[src/rtl/gray_count_monitor.sv]
// gray_count_monitor: decodes a sampled Gray count, checks each advance, flags wraps/terminal count/illegal steps.
// Optional GRAY_MON_ERR_CNT_EN builds the saturating error counter; otherwise err_cnt_o is tied to 0.
`default_nettype none

module gray_count_monitor #(
  parameter int BIT_SIZE  = 4,
  parameter int INCREMENT = 1,
  parameter int SIZE      = 10,
  parameter int ERR_W     = 8
) (
  input  logic                clk_i,
  input  logic                rst_i,
  input  logic [BIT_SIZE-1:0] gray_i,
  input  logic                en_i,
  input  logic                clr_err_i,
  output logic [BIT_SIZE-1:0] bin_o,
  output logic                bin_valid_o,
  output logic                wrap_o,
  output logic                term_o,
  output logic                step_err_o,
  output logic                fault_o,
  output logic [ERR_W-1:0]    err_cnt_o
);

  localparam logic [BIT_SIZE-1:0] STEP     = BIT_SIZE'(INCREMENT);
  localparam logic [BIT_SIZE-1:0] TERM_VAL = BIT_SIZE'(SIZE - 1);

  typedef enum logic [1:0] {
    IDLE  = 2'd0,
    TRACK = 2'd1,
    FAULT = 2'd2
  } state_t;

  state_t              state;
  state_t              state_next;
  logic [BIT_SIZE-1:0] b_new;
  logic [BIT_SIZE-1:0] delta;
  logic                checking;
  logic                stall;
  logic                legal;
  logic                bad_step;

  always_comb begin
    b_new = '0;
    for (int i = 0; i < BIT_SIZE; i++) begin
      b_new[i] = ^(gray_i >> i);
    end
  end

  assign delta    = b_new - bin_o;
  assign checking = en_i && (state != IDLE);
  assign stall    = (delta == '0);
  assign legal    = !stall && (delta == STEP);
  assign bad_step = checking && !stall && !legal;

  // A clear is applied before the step check, so an illegal step on the same edge re-enters FAULT.
  always_comb begin
    state_next = state;
    if (clr_err_i && state == FAULT) begin
      state_next = TRACK;
    end
    if (en_i && state == IDLE) begin
      state_next = TRACK;
    end else if (bad_step) begin
      state_next = FAULT;
    end
  end

  always_ff @(posedge clk_i) begin
    if (rst_i) begin
      state       <= IDLE;
      bin_o       <= '0;
      bin_valid_o <= 1'b0;
      wrap_o      <= 1'b0;
      term_o      <= 1'b0;
      step_err_o  <= 1'b0;
      fault_o     <= 1'b0;
    end else begin
      state      <= state_next;
      fault_o    <= (state_next == FAULT);
      wrap_o     <= 1'b0;
      term_o     <= 1'b0;
      step_err_o <= 1'b0;
      if (en_i) begin
        bin_o <= b_new;
        if (state == IDLE) begin
          bin_valid_o <= 1'b1;
          term_o      <= (b_new == TERM_VAL);
        end else if (!stall) begin
          term_o     <= (b_new == TERM_VAL);
          wrap_o     <= legal && (b_new < bin_o);
          step_err_o <= !legal;
        end
      end
    end
  end

`ifdef GRAY_MON_ERR_CNT_EN
  localparam logic [ERR_W-1:0] ERR_MAX = {ERR_W{1'b1}};
  logic [ERR_W-1:0] err_cnt;

  always_ff @(posedge clk_i) begin
    if (rst_i) begin
      err_cnt <= '0;
    end else if (bad_step) begin
      if (clr_err_i) begin
        err_cnt <= ERR_W'(1);
      end else if (err_cnt != ERR_MAX) begin
        err_cnt <= err_cnt + ERR_W'(1);
      end
    end else if (clr_err_i) begin
      err_cnt <= '0;
    end
  end

  assign err_cnt_o = err_cnt;
`else
  assign err_cnt_o = '0;
`endif

endmodule

`default_nettype wire

[config.mk]
export PLATFORM = sky130hd
export DESIGN_NAME = gray_count_monitor
export DESIGN_NICKNAME = d
export VERILOG_FILES = /design/src/rtl/gray_count_monitor.sv
export SDC_FILE = /design/constraint.sdc
export NUM_CORES = 1
export LEC_CHECK = 0
export BUFFER_PORTS_ARGS = -buffer_cell sky130_fd_sc_hd__buf_2
export CAP_MARGIN = 20
export CORE_MARGIN = 5
export CORE_UTILIZATION = 48
export CTS_CLUSTER_DIAMETER = 120
export DETAILED_ROUTE_END_ITERATION = 10
export PLACE_DENSITY = 0.78
export SLEW_MARGIN = 20
export SYNTH_ARGS = -nofsm -noshare
export SYNTH_HDL_FRONTEND = slang
export SYNTH_SLANG_ARGS = --single-unit
export TNS_END_PERCENT = 50
[constraint.sdc]
create_clock -name clk_i -period 9 [get_ports clk_i]
set_input_delay 2.7 -clock clk_i [delete_from_list [all_inputs] [get_ports clk_i]]
set_output_delay 2.7 -clock clk_i [all_outputs]
set_load 0.01 [all_outputs]
== Word level (Yosys, flattened, before mapping) ==
Index checks and enable logic that the tools add are counted.
Word-level totals
  memories kept: 0
  bits in latches: 0
  ROM bits: 0
  word-level logic and storage cells: 38
  output and inout bits: 17
  flip-flop bits (word level): 11
  bits in writable memories: 0
Operators by class
  muxes and demuxes: 5
  div/mod/pow operators: 0
  shift operators: 0
  multiply operators: 0
  bitwise logic cells: 1
  add/sub/neg operators: 1
  equality and inequality tests: 4
  $lt $le $gt $ge: 1
  reduce and logical (&&, ||, !) cells: 19
Operators with widths (number)
  parity 4 bit: 4
  logical AND 1 bit: 7
  two-way mux 2 bit: 3
  equality test 2 bit, second input constant: 2
  equality test 4 x 1 -> 1 bit, second input constant: 1
  equality test 4 bit, second input constant: 1
  zero test 4 bit: 1
  < comparator 4 bit: 1
  OR reduction 4 bit: 1
  subtractor 4 bit: 1
  zero test 1 bit: 2
  zero test 2 bit: 1
  two-way mux 1 bit: 2
  AND reduction 2 bit: 1
  nonzero test 2 bit: 1
  OR reduction 2 bit: 1
  NOT 1 bit: 1

== Logic depth before layout (Yosys ltp) ==
Gate-level depths: netlist of the first run.
  depth after elaboration: 10
  mapped depth: 9

== Least setup slack after synthesis of the first run ==
No wires, ideal clock.
  path kind: input to register
  start point: input gray_i[2]
  end point: register wrap_o
  path buffers: 0
  path slack: 4.258 ns
  stages: 9
  library setup time: 0.070 ns
  data arrival time: 4.673 ns
  cell sequence: ha_1 xnor2_1 inv_1 ha_1 fa_1 xor2_1 nand2_1 or4_1 a21oi_1
Between the ends
  longest elaborated chain between the ends: 6
RTL lines
  start, declared: RTL line 13  | input logic [BIT_SIZE-1:0] gray_i,
  parity 4 bit: RTL line 46  | b_new[i] = ^(gray_i >> i);
  subtractor 4 bit: RTL line 50  | assign delta = b_new - bin_o;
  zero test 4 bit: RTL line 52  | assign stall = (delta == '0);
  zero test 1 bit
  logical AND 1 bit: RTL line 53  | assign legal = !stall && (delta == STEP);
  logical AND 1 bit: RTL line 91  | wrap_o <= legal && (b_new < bin_o);
  end signal, assigned: RTL line 91
  end, declared: RTL line 18  | output logic wrap_o,
Several ways; a longest one is shown, not always the timed one.
A chain may end at the register's enable or synchronous reset.

== Final worst setup path of the first run ==
  start point: input gray_i[3]
  end point: register wrap_o
Between the ends
  longest elaborated chain between the ends: 6
RTL lines
  parity 4 bit (*): RTL line 46
  net b_new[2]: RTL line 36  | logic [BIT_SIZE-1:0] b_new;
  subtractor 4 bit: RTL line 50
  zero test 4 bit: RTL line 52
  zero test 1 bit
  logical AND 1 bit: RTL line 53
  logical AND 1 bit: RTL line 91
Mark *: on every way through the listed nets, which the timed path passes. The rest lies on a longest branch.

==> metrics.md, run 1 <==
| Metric | Value |
|---|---|
| Outcome | `finished clean` |
| Area contributors post-synth | `dfxtp_1 (32%), buf_4 (9.8%), ha_1 (9.1%)` |
| Worst VDD drop | `0.0935 mV` |
| Routed via count | `539` |
| Detailed placer's ending HPWL | `1.06 mm` |
| Worst-skew pair later-pin latency | `0.27 ns` |
| Final Slew Violations | `0` |
| CP Launch Type | `input pin` |
| Most frequent cell after synthesis | `dfxtp_1` |
| Clk sinks | `11` |
| Post-synth top area share | `0.321` |
| RR Startpoint | `bin_o[0]` |
| Critical Path AT | `4.94 ns` |
| Post-route core utilization | `0.574` |
| CTS clk-pin slew, worst paths | `0.07 ns` |
| Worst hold path type | `flop to flop` |
| Crit Path Category | `input pin to flop` |
| Share of cells above drive strength 1 | `0.269` |
| Cts repair resizes | `0` |
| PwrDens | `176 nW/um2` |
| Yosys reg bits | `11` |
| Proportion of synthesized chip area in sequential cells | `0.321` |
| Commonest cells in the netlist | `dfxtp_1 (11), buf_4 (9), nor2_1 (7), inv_1 (6), ha_1 (5)` |
| Netlist cell types | `30` |
| Antenna diodes | `0` |
| Achievable Freq | `211 MHz` |
| Gr usage total | `0.130` |
| Row count | `13` |
| Yosys warns | `0` |
| Worst hold margin | `0.474 ns` |
| Worst reg2reg path endpoint | `wrap_o` |
| Longest Clk Path Bufs | `2` |
| Post-synth EDFFs | `0` |
| Reg2Reg Depth | `6` |
| Largest area contributor in the netlist | `dfxtp_1` |
| Post-Syn Instances | `76` |
| Die X | `47.8 um` |
| Final GP Congestion | `0.810` |
| Min Tclk post-route | `4.74 ns` |
| First-pass GRT wire length | `2.03 mm` |
| Cell area after synthesis | `687 um2` |
| Worst Hold End | `bin_valid_o` |
| Tot Pwr | `0.135 mW` |
| Pin count of the biggest net entering global routing | `10` |
| Vias in the first global route | `512` |
| Area Overhead vs Synth | `11.5%` |
| Top Ports | `25` |
| Num CTS Buffers | `3` |
| Initial antenna violation count | `0` |
| Vias per cell | `4.99` |
| Starting density of the core | `0.515` |
| Starting DRC count in detailed routing | `5` |
| Root Driver | `clkbuf_4` |
| R2r setup slk | `7.13 ns` |
| CTS tree | `built` |
| Worst Hold Path Cells | `2` |
| Design Area, Final | `766 um2` |
| Final period util | `0.526` |
| Max-cap viol count | `0` |
| Post-DP Area | `739 um2` |
| Setup bufs post-CTS | `0` |
| DRC errors left | `0` |
| Leak | `0.382 nW` |
| Synth Area per Inst | `9.04 um2` |
| Drt pass-1 iters | `3` |
| Setup_tns | `0 ns` |
| Ys async rst share | `0` |
| Layout net count | `108` |
| Final wirelength | `1.31 mm` |
| Core area | `1330 um2` |
| Final-report hold violation count | `0` |
| IO buf count | `16` |
| RSZ-0062 raised after global routing | `false` |
| Antenna Violating Nets Remaining | `0` |
| CP required | `9.21 ns` |
| Hold Buf Count CTS | `0` |
| Clk_skew | `0.00176 ns` |
| Synth Flop Type | `dfxtp_1` |
| Die area | `2290 um2` |
| Grt total ovfl | `0` |
| Final setup fails | `0` |
| Critical path peak fanout | `4` |
| Hold path start | `bin_valid_o` |
| Die height | `47.8 um` |
| Htree depth | `1` |
| Critical Path Sink Type | `flop` |
| Post-detailed-route wirelength per cell | `12.1 um` |
-- worst max-delay path by stage --
stage,start,end,cells after the start,slack [ns]
floorplan,gray_i[2],wrap_o,9,4.26
CTS,gray_i[3],wrap_o,10,4.25
detailed placement,gray_i[3],wrap_o,10,3.97
global route,gray_i[2],wrap_o,10,4.13
finish,gray_i[3],wrap_o,10,4.26
global placement,gray_i[2],wrap_o,10,4.06
-- through the flow --
stage,setup slack [ns],std cells
floorplan,4.26,83
detailed placement,3.97,104
CTS,4.25,108
global placement,4.06,104
finish,4.26,108
global route,4.13,108
-- cells by family after synthesis --
kind of cell             count (synthesis)  share of synthesized area
AO/OA/AOI/OAI                           14                      0.135
XOR/XNOR                                 5                     0.0638
flip-flops                              11                      0.321
other                                    1                    0.00546
buffers and inverters                   16                      0.138
adder cells (fa/ha/maj)                  6                      0.120
AND/OR/NAND/NOR                         19                      0.158
multiplexers                             4                     0.0583
-- flip-flops by register name (all words and copies together), names as in the netlist --
register,cells
bin_o,4
bin_valid_o,1
state,2
wrap_o,1
fault_o,1
step_err_o,1
term_o,1
-- final cells by class --
type | instances | area (um2)
fillers | 122 | 568
multi-input cells | 56 | 398
flip-flops and latches | 11 | 220
repair buffers | 16 | 80.1
clock buffers | 4 | 26.3
inverters | 6 | 22.5
well taps | 15 | 18.8
-- power by group --
part	internal, mW	switching (mW)	leakage, nW
Clock	0.0172	0.0178	0.0150
Sequential	0.0532	0.00383	0.0904
Combinational	0.0188	0.0237	0.277
Total	0.0892	0.0454	0.382
-- cells in the final DEF, fill, tap and decap left out --
cell	synthesis	final
clkbuf_1	0	1
nor2b_1	3	3
or3_4	1	1
xor2_1	2	2
dfxtp_1	11	11
a21oi_1	4	4
nand3_1	1	1
inv_1	6	6
nand4_1	1	1
and3b_1	1	1
nor2b_2	1	1
ha_1	5	5
clkbuf_4	0	3
nor2_1	7	7
fa_1	1	1
conb_1	1	8
a21oi_2	1	1
nand2b_1	1	1
xnor2_1	3	3
a21o_1	1	1
o22ai_1	1	1
o21ai_0	3	3
o2bb2ai_1	1	1
nand2_1	1	1
a21o_2	1	1
o21ai_2	1	1
mux2i_1	4	4
or2_2	1	1
buf_2	1	16
o32ai_1	1	1
or4_1	1	1
-- metal layers --
metal / routed length [um] / vias to the layer above / track usage
met1: 557 / 240 / 0.135
met4: 35 / 0 / 0.0645
met5: 0 / - / 0
li1: - / 272 / -
met2: 590 / 22 / 0.232
met3: 124 / 5 / 0.0414
-- critical path: stages --
cell,delay (ns)
buf_2,0.13
ha_1,0.32
xnor2_1,0.26
inv_1,0.07
ha_1,0.21
fa_1,0.41
xor2_1,0.16
nand2_1,0.09
or4_1,0.46
a21oi_1,0.12
Note: power is estimated with default switching activity, not from simulation.
==> run 2: changes to the inputs <==
--- a/config.mk
+++ b/config.mk
@@ -8,10 +8,10 @@
 export BUFFER_PORTS_ARGS = -buffer_cell sky130_fd_sc_hd__buf_2
 export CAP_MARGIN = 20
 export CORE_MARGIN = 5
-export CORE_UTILIZATION = 48
+export CORE_UTILIZATION = 47
 export CTS_CLUSTER_DIAMETER = 120
 export DETAILED_ROUTE_END_ITERATION = 10
-export PLACE_DENSITY = 0.78
+export PLACE_DENSITY = 0.76
 export SLEW_MARGIN = 20
 export SYNTH_ARGS = -nofsm -noshare
 export SYNTH_HDL_FRONTEND = slang
==> constraint.sdc (replaced) <==
create_clock -name clk_i -period 4.77 [get_ports clk_i]
set_input_delay 1.431 -clock clk_i [delete_from_list [all_inputs] [get_ports clk_i]]
set_output_delay 1.431 -clock clk_i [all_outputs]
set_load 0.01 [all_outputs]
==> run 2 against run 1 <==
Wire length is 3.7% lower. Non-clock buffer count unchanged. Register-to-register slack worse by 4.3 ns. Global-route usage is 0.13 points higher. Die area grew 1.7%. Flip-flop and latch count did not move. Power increased by 86%. Hold slack got worse by 0.0013 ns. Count of clock-buffer cells in the layout stayed put. Sequential power up 88%. Largest cell class unchanged. Highest routed layer unchanged.
==> metrics.md, run 2 (same netlist as run 1, synthesis figures left out) <==
| Metric | Value |
|---|---|
| Clk sinks | `11 (unchanged)` |
| Top Ports | `25 (unchanged)` |
| Largest Register | `bin_o` |
| Achievable Freq | `285 MHz` |
| Drt pass-1 iters | `2 (-1)` |
| Vias per cell | `5.01 (+0.37%)` |
| Number of flip-flops in the largest register | `4 (unchanged)` |
| Die height | `48.2 um (+0.84%)` |
| CP max stage delay | `0.47 ns (about the same)` |
| Cts repair resizes | `0 (unchanged)` |
| Commonest non-fill, non-tap cell in the layout | `buf_2` |
| Area Overhead vs Synth | `11.5% (unchanged)` |
| Final GP Congestion | `0.752 (-7.1%)` |
| Final Slew Violations | `0 (unchanged)` |
| Hold path start | `bin_valid_o` |
| Root Driver | `clkbuf_4` |
| Setup bufs post-CTS | `0 (unchanged)` |
| CTS clk-pin slew, worst paths | `0.07 ns (about the same)` |
| Outcome | `finished clean` |
| Starting DRC count in detailed routing | `5 (unchanged)` |
| Slowest-stage cell, CP | `or4_1` |
| Worst path most repeated cell | `ha_1` |
| Crit-path cells | `buf_2 -> ha_1 -> xnor2_1 -> inv_1 -> ha_1 -> fa_1 -> xor2_1 -> nand2_1 -> or4_1 -> a21oi_1` |
| Most frequent cells in the layout | `buf_2 (16), dfxtp_1 (11), conb_1 (8)` |
| Htree depth | `1 (unchanged)` |
| Crit Path Category | `input pin to flop` |
| PwrDens | `328 nW/um2 (+86%)` |
| Crit-path leading delay family | `adder cells` |
| Die area | `2330 um2 (+1.7%)` |
| Crit path from | `gray_i[2]` |
| Initial antenna violation count | `0 (unchanged)` |
| Area of the multi-input gates | `398 um2 (unchanged)` |
| Tot Pwr | `0.251 mW (+86%)` |
| Hold Buf Count CTS | `0 (unchanged)` |
| Starting density of the core | `0.515 (unchanged)` |
| Clk_skew | `0.00385 ns (+0.00209 ns)` |
| IO buf count | `16 (unchanged)` |
| Vias in the first global route | `470 (-8.2%)` |
| Core area | `1330 um2 (unchanged)` |
| Final wirelength | `1.26 mm (-3.7%)` |
| Worst VDD drop | `0.230 mV (+150%)` |
| Final setup fails | `0 (unchanged)` |
| Detailed placer's ending HPWL | `1.03 mm (-2.8%)` |
| Routed via count | `541 (+0.37%)` |
| Critical Path AT | `3.71 ns (-1.23 ns)` |
| Largest registers | `bin_o (4), state (2)` |
| DRC errors left | `0 (unchanged)` |
| Pin count of the biggest net entering global routing | `10 (unchanged)` |
| Final period util | `0.736` |
| RSZ-0062 raised after global routing | `false` |
| Row count | `13 (unchanged)` |
| Sequential cell area | `220 um2 (unchanged)` |
| Num CTS Buffers | `3 (unchanged)` |
| Fillcell total | `133 (+9.0%)` |
| RR Startpoint | `bin_o[0]` |
| Grt total ovfl | `0 (unchanged)` |
| Min Tclk post-route | `3.51 ns` |
| Leak | `0.382 nW (unchanged)` |
| Setup_tns | `0 ns (unchanged)` |
| Max-cap viol count | `0 (unchanged)` |
| Post-detailed-route wirelength per cell | `11.7 um (-3.7%)` |
| First-pass GRT wire length | `1.95 mm (-3.7%)` |
| Gr usage total | `0.131 (+0.00128)` |
| Antenna diodes | `0 (unchanged)` |
| Worst-skew pair later-pin latency | `0.27 ns (about the same)` |
| Layout net count | `108 (unchanged)` |
| CP Launch Type | `input pin` |
| Final-report hold violation count | `0 (unchanged)` |
| Die X | `48.2 um (+0.84%)` |
| Critical Path Sink Type | `flop` |
| Worst hold path type | `flop to flop` |
| CTS tree | `built` |
| Share of cells above drive strength 1 | `0.269 (unchanged)` |
| WP buf/inv | `2 (unchanged)` |
| Antenna Violating Nets Remaining | `0 (unchanged)` |
| CP required | `4.98 ns (-4.23 ns)` |
| Longest Clk Path Bufs | `2 (unchanged)` |
| Critical path peak fanout | `3 (-1)` |
==> run 2: through the flow <==
stage | setup slack, ns | cell area [um2] | std cells | hold WS (ns) | util
global route | 1.15 | 766 | 108 | 0.496 | 0.574
finish | 1.26 | 766 | 108 | 0.473 | 0.574
global placement | 1.06 | 739 | 104 | 0.455 | 0.554
CTS | 1.27 | 766 | 108 | 0.478 | 0.574
floorplan | 1.30 | 713 | 83 | 0.504 | -
detailed placement | 0.981 | 739 | 104 | 0.460 | 0.554
==> run 2: cell type report <==
| class | instances | area share |
|---|---|---|
| inverter | 6 | 0.0294 |
| tap | 15 | 0.0245 |
| multi-input combinational | 56 | 0.520 |
| clock buffer | 4 | 0.0343 |
| sequential | 11 | 0.288 |
| timing repair buffer | 16 | 0.105 |
==> run 2: path summary, 6_finish.rpt <==
check                end  slack, ns  cells past startpoint
max               wrap_o       1.26                     10
min          bin_valid_o       0.47                      2
max reg2reg       wrap_o       2.88                      6
min reg2reg  bin_valid_o       0.47                      2
==> run 2: worst reg2reg max path: cells and delay by family (launching register included) <==
kind,cells,cell delay [ns]
XOR/XNOR,1,0.17
flip-flops,1,0.33
AND/OR/NAND/NOR,2,0.56
adder cells (fa/ha/maj),2,0.64
AO/OA/AOI/OAI,1,0.13
==> run 2: power breakdown <==
group / internal (mW) / switching [mW] / total [mW] / leakage, nW
Sequential: 0.100 / 0.00698 / 0.107 / 0.0904
Combinational: 0.0352 / 0.0436 / 0.0788 / 0.277
Clock: 0.0324 / 0.0324 / 0.0648 / 0.0150
==> run 2: per-layer routing <==
layer / GRT usage / vias to the layer above / routed length [um]
li1: - / 272 / -
met3: 0.0443 / 4 / 119
met2: 0.190 / 22 / 556
met5: 0 / - / 0
met4: 0.113 / 0 / 40
met1: 0.152 / 243 / 542
==> run 3: changes to the inputs <==
--- a/config.mk
+++ b/config.mk
@@ -5,13 +5,14 @@
 export SDC_FILE = /design/constraint.sdc
 export NUM_CORES = 1
 export LEC_CHECK = 0
+export ABC_AREA = 1
 export BUFFER_PORTS_ARGS = -buffer_cell sky130_fd_sc_hd__buf_2
 export CAP_MARGIN = 20
 export CORE_MARGIN = 5
-export CORE_UTILIZATION = 47
+export CORE_UTILIZATION = 42
 export CTS_CLUSTER_DIAMETER = 120
 export DETAILED_ROUTE_END_ITERATION = 10
-export PLACE_DENSITY = 0.76
+export PLACE_DENSITY = 0.72
 export SLEW_MARGIN = 20
 export SYNTH_ARGS = -nofsm -noshare
 export SYNTH_HDL_FRONTEND = slang
==> constraint.sdc (replaced) <==
create_clock -name clk_i -period 3.15 [get_ports clk_i]
set_input_delay 0.945 -clock clk_i [delete_from_list [all_inputs] [get_ports clk_i]]
set_output_delay 0.945 -clock clk_i [all_outputs]
set_load 0.01 [all_outputs]
==> run 3 against run 2 <==
Non-clock buffer count did not move. Sequential power rose by 49%. Largest cell class unchanged. Highest routed layer unchanged. First-iteration DRC count rose by 60%. Register-to-register slack got worse by 1.5 ns. Combinational power rose by 57%. Setup slack got worse by 0.94 ns. Clock power rose by 43%. Critical endpoint is now fault_o. Hold slack got worse by 0.023 ns. Critical path depth rose by 1. Count of clock-buffer cells in the layout did not move.
==> metrics.md, run 3 <==
| Metric | Value |
|---|---|
| Outcome | `finished clean` |
| Sw power | `0.127 mW (+53%)` |
| DRC errors left | `0 (unchanged)` |
| Die X | `50.5 um (+4.7%)` |
| CTS clk-pin slew, worst paths | `0.07 ns (about the same)` |
| Tot Pwr | `0.375 mW (+50%)` |
| Vias in the first global route | `553 (+18%)` |
| Layout net count | `123 (+14%)` |
| Htree depth | `1 (unchanged)` |
| Worst reg2reg path endpoint | `fault_o` |
| PnR worst setup slack | `0.320 ns (-0.942 ns)` |
| Ys async rst share | `0 (unchanged)` |
| Cts repair resizes | `0 (unchanged)` |
| Leak | `0.442 nW (+16%)` |
| Share of cells above drive strength 1 | `0.222 (-0.0466)` |
| Cell area after synthesis | `689 um2 (+0.36%)` |
| Dpl ws | `0.0453 ns (-0.935 ns)` |
| Most frequent cell after synthesis | `inv_1` |
| Gr usage total | `0.111 (-0.0200)` |
| Worst hold margin | `0.450 ns (-0.0231 ns)` |
| Critical path peak fanout | `4 (+1)` |
| Final Slew Violations | `0 (unchanged)` |
| Clk sinks | `11 (unchanged)` |
| Non-filler cells, final | `124 (+15%)` |
| Largest area contributor in the netlist | `dfxtp_1` |
| Setup bufs post-CTS | `0 (unchanged)` |
| Clock power frac | `0.247 (-0.011)` |
| CTS tree | `built` |
| Number of flip-flops in the largest register | `4 (unchanged)` |
| Largest registers | `bin_o (4), state (2)` |
| Final period util | `0.899` |
| Num CTS Buffers | `3 (unchanged)` |
| Sw Ratio | `0.339 (+0.00828)` |
| Commonest non-fill, non-tap cell in the layout | `inv_1` |
| Routed via count | `578 (+6.8%)` |
| Core area | `1520 um2 (+14%)` |
| Final setup fails | `0 (unchanged)` |
| Critical Path AT | `2.99 ns (-0.72 ns)` |
| Area of the multi-input gates | `372 um2 (-6.6%)` |
| Die area | `2550 um2 (+9.7%)` |
| Max-cap viol count | `0 (unchanged)` |
| Reg2Reg Depth | `8 (+2)` |
| Pin count of the biggest net entering global routing | `7 (-3)` |
| Synth Area per Inst | `7.75 um2 (-14%)` |
| Proportion of synthesized chip area in sequential cells | `0.319 (-0.00116)` |
| Sequential cell area | `220 um2 (unchanged)` |
| Worst Hold Path Cells | `2 (unchanged)` |
| Fillcell total | `161 (+21%)` |
| Synth Flop Type | `dfxtp_1` |
| Yosys warns | `0 (unchanged)` |
| Antenna diodes | `0 (unchanged)` |
| First-pass GRT wire length | `2.24 mm (+14%)` |
| Most frequent cells in the layout | `inv_1 (17), buf_2 (16), nand2_1 (15)` |
| RR Startpoint | `bin_o[0]` |
| Area contributors post-synth | `dfxtp_1 (32%), inv_1 (9.3%), ha_1 (9.1%)` |
| Min Tclk post-route | `2.83 ns` |
| Longest Clk Path Bufs | `2 (unchanged)` |
| Root Driver | `clkbuf_4` |
| Worst VDD drop | `0.197 mV (-14%)` |
| Final GP Congestion | `0.811 (+7.8%)` |
| CP required | `3.31 ns (-1.67 ns)` |
| Crit Path Category | `input pin to flop` |
| RSZ-0062 raised after global routing | `false` |
| Setup_tns | `0 ns (unchanged)` |
| Power share of the sequential group | `0.423 (-0.005)` |
| Placed Cells | `120 (+15%)` |
| Initial antenna violation count | `0 (unchanged)` |
| Post-detailed-route wirelength per cell | `10.6 um (-8.8%)` |
| PwrDens | `480 nW/um2 (+46%)` |
| Row count | `14 (+1)` |
| Grt total ovfl | `0 (unchanged)` |
| Design Area, Final | `782 um2 (+2.1%)` |
| Worst Hold End | `bin_valid_o` |
| Antenna Violating Nets Remaining | `0 (unchanged)` |
| CP Launch Type | `input pin` |
| Final-report hold violation count | `0 (unchanged)` |
| Starting density of the core | `0.452 (-0.0626)` |
| Largest Register | `bin_o` |
| Post-Syn Instances | `89 (+17%)` |
| Final wirelength | `1.32 mm (+4.7%)` |
| Pint | `0.248 mW (+48%)` |
| Vias per cell | `4.66 (-6.9%)` |
| Area Overhead vs Synth | `13.4%` |
| Worst-skew pair later-pin latency | `0.26 ns (about the same)` |
| Clk_skew | `0.00238 ns (-0.00147 ns)` |
| Hold path start | `bin_valid_o` |
| R2r setup slk | `1.37 ns (-1.51 ns)` |
| Detailed placer's ending HPWL | `1.15 mm (+12%)` |
| Post-synth top area share | `0.319 (-0.00116)` |
| Commonest cells in the netlist | `inv_1 (17), nand2_1 (15), dfxtp_1 (11), nor2_1 (9), buf_4 (8)` |
| Achievable Freq | `353 MHz` |
| Netlist cell types | `21 (-30%)` |
| Hold Buf Count CTS | `0 (unchanged)` |
| Yosys reg bits | `11 (unchanged)` |
| Worst hold path type | `flop to flop` |
| Drt pass-1 iters | `4 (+2)` |
| Post-route core utilization | `0.513 (-0.0610)` |
| Post-synth EDFFs | `0 (unchanged)` |
| Starting DRC count in detailed routing | `8 (+3)` |
| Critical Path Sink Type | `flop` |
| IO buf count | `16 (unchanged)` |
| Post-DP Area | `756 um2 (+2.2%)` |
| Combinational fraction of design power | `0.330 (+0.016)` |
| Die height | `50.5 um (+4.7%)` |
| Top Ports | `25 (unchanged)` |
## run 3: changes by cell type after synthesis, moves of 2 or more
| cell | before | now |
|---|---|---|
| nor2_1 | 7 | 9 |
| xnor2_1 | 3 | 1 |
| nand3_1 | 1 | 3 |
| inv_1 | 6 | 17 |
| nand2_1 | 1 | 15 |
| mux2i_1 | 4 | 0 |
| a21oi_1 | 4 | 2 |
| o21ai_0 | 3 | 5 |
| nor2b_1 | 3 | 0 |
## run 3: power groups by stage
| stage | Sequential [mW] | Clock, mW | Combinational, mW |
|---|---|---|---|
| floorplan | 0.166 | 0 | 0.0940 |
| global placement | 0.161 | 0 | 0.120 |
| detailed placement | 0.162 | 0 | 0.124 |
| CTS | 0.159 | 0.0958 | 0.125 |
| global route | 0.160 | 0.106 | 0.145 |
| finish | 0.159 | 0.0927 | 0.124 |
## run 3: worst max-delay path, cell delays in order
cell and delay (ns):
buf_2 0.14, ha_1 0.33, xor2_1 0.21, ha_1 0.24, fa_1 0.40, xor2_1 0.21
nand4_1 0.17, nand3_1 0.16, nand2_1 0.09, inv_1 0.06, nor2_1 0.04
## run 3: worst max-delay path by stage
stage | startpoint | end | slack, ns
floorplan | gray_i[2] | fault_o | 0.36
finish | gray_i[3] | fault_o | 0.32
CTS | gray_i[3] | fault_o | 0.32
detailed placement | gray_i[3] | fault_o | 0.05
global route | gray_i[2] | fault_o | 0.17
global placement | gray_i[3] | state[1] | 0.11
## run 3: kinds of logic after synthesis
family	synth area share
AO/OA/AOI/OAI	0.0708
XOR/XNOR	0.0853
adder cells (fa/ha/maj)	0.120
buffers and inverters	0.180
flip-flops	0.319
other	0.00544
AND/OR/NAND/NOR	0.220
## run 3: layer usage
metal,up-vias,wire [um],GRT usage
met3,2,103,0.0325
met5,-,0,0
met2,21,664,0.196
met4,0,15,0.0383
met1,256,535,0.125
li1,299,-,-
## run 3: cell type report
cell class	instances	share of cell area
Multi-Input combinational cell	60	0.475
Tap cell	16	0.0256
Timing Repair Buffer	16	0.102
Inverter	17	0.0816
Clock buffer	4	0.0336
Sequential cell	11	0.282
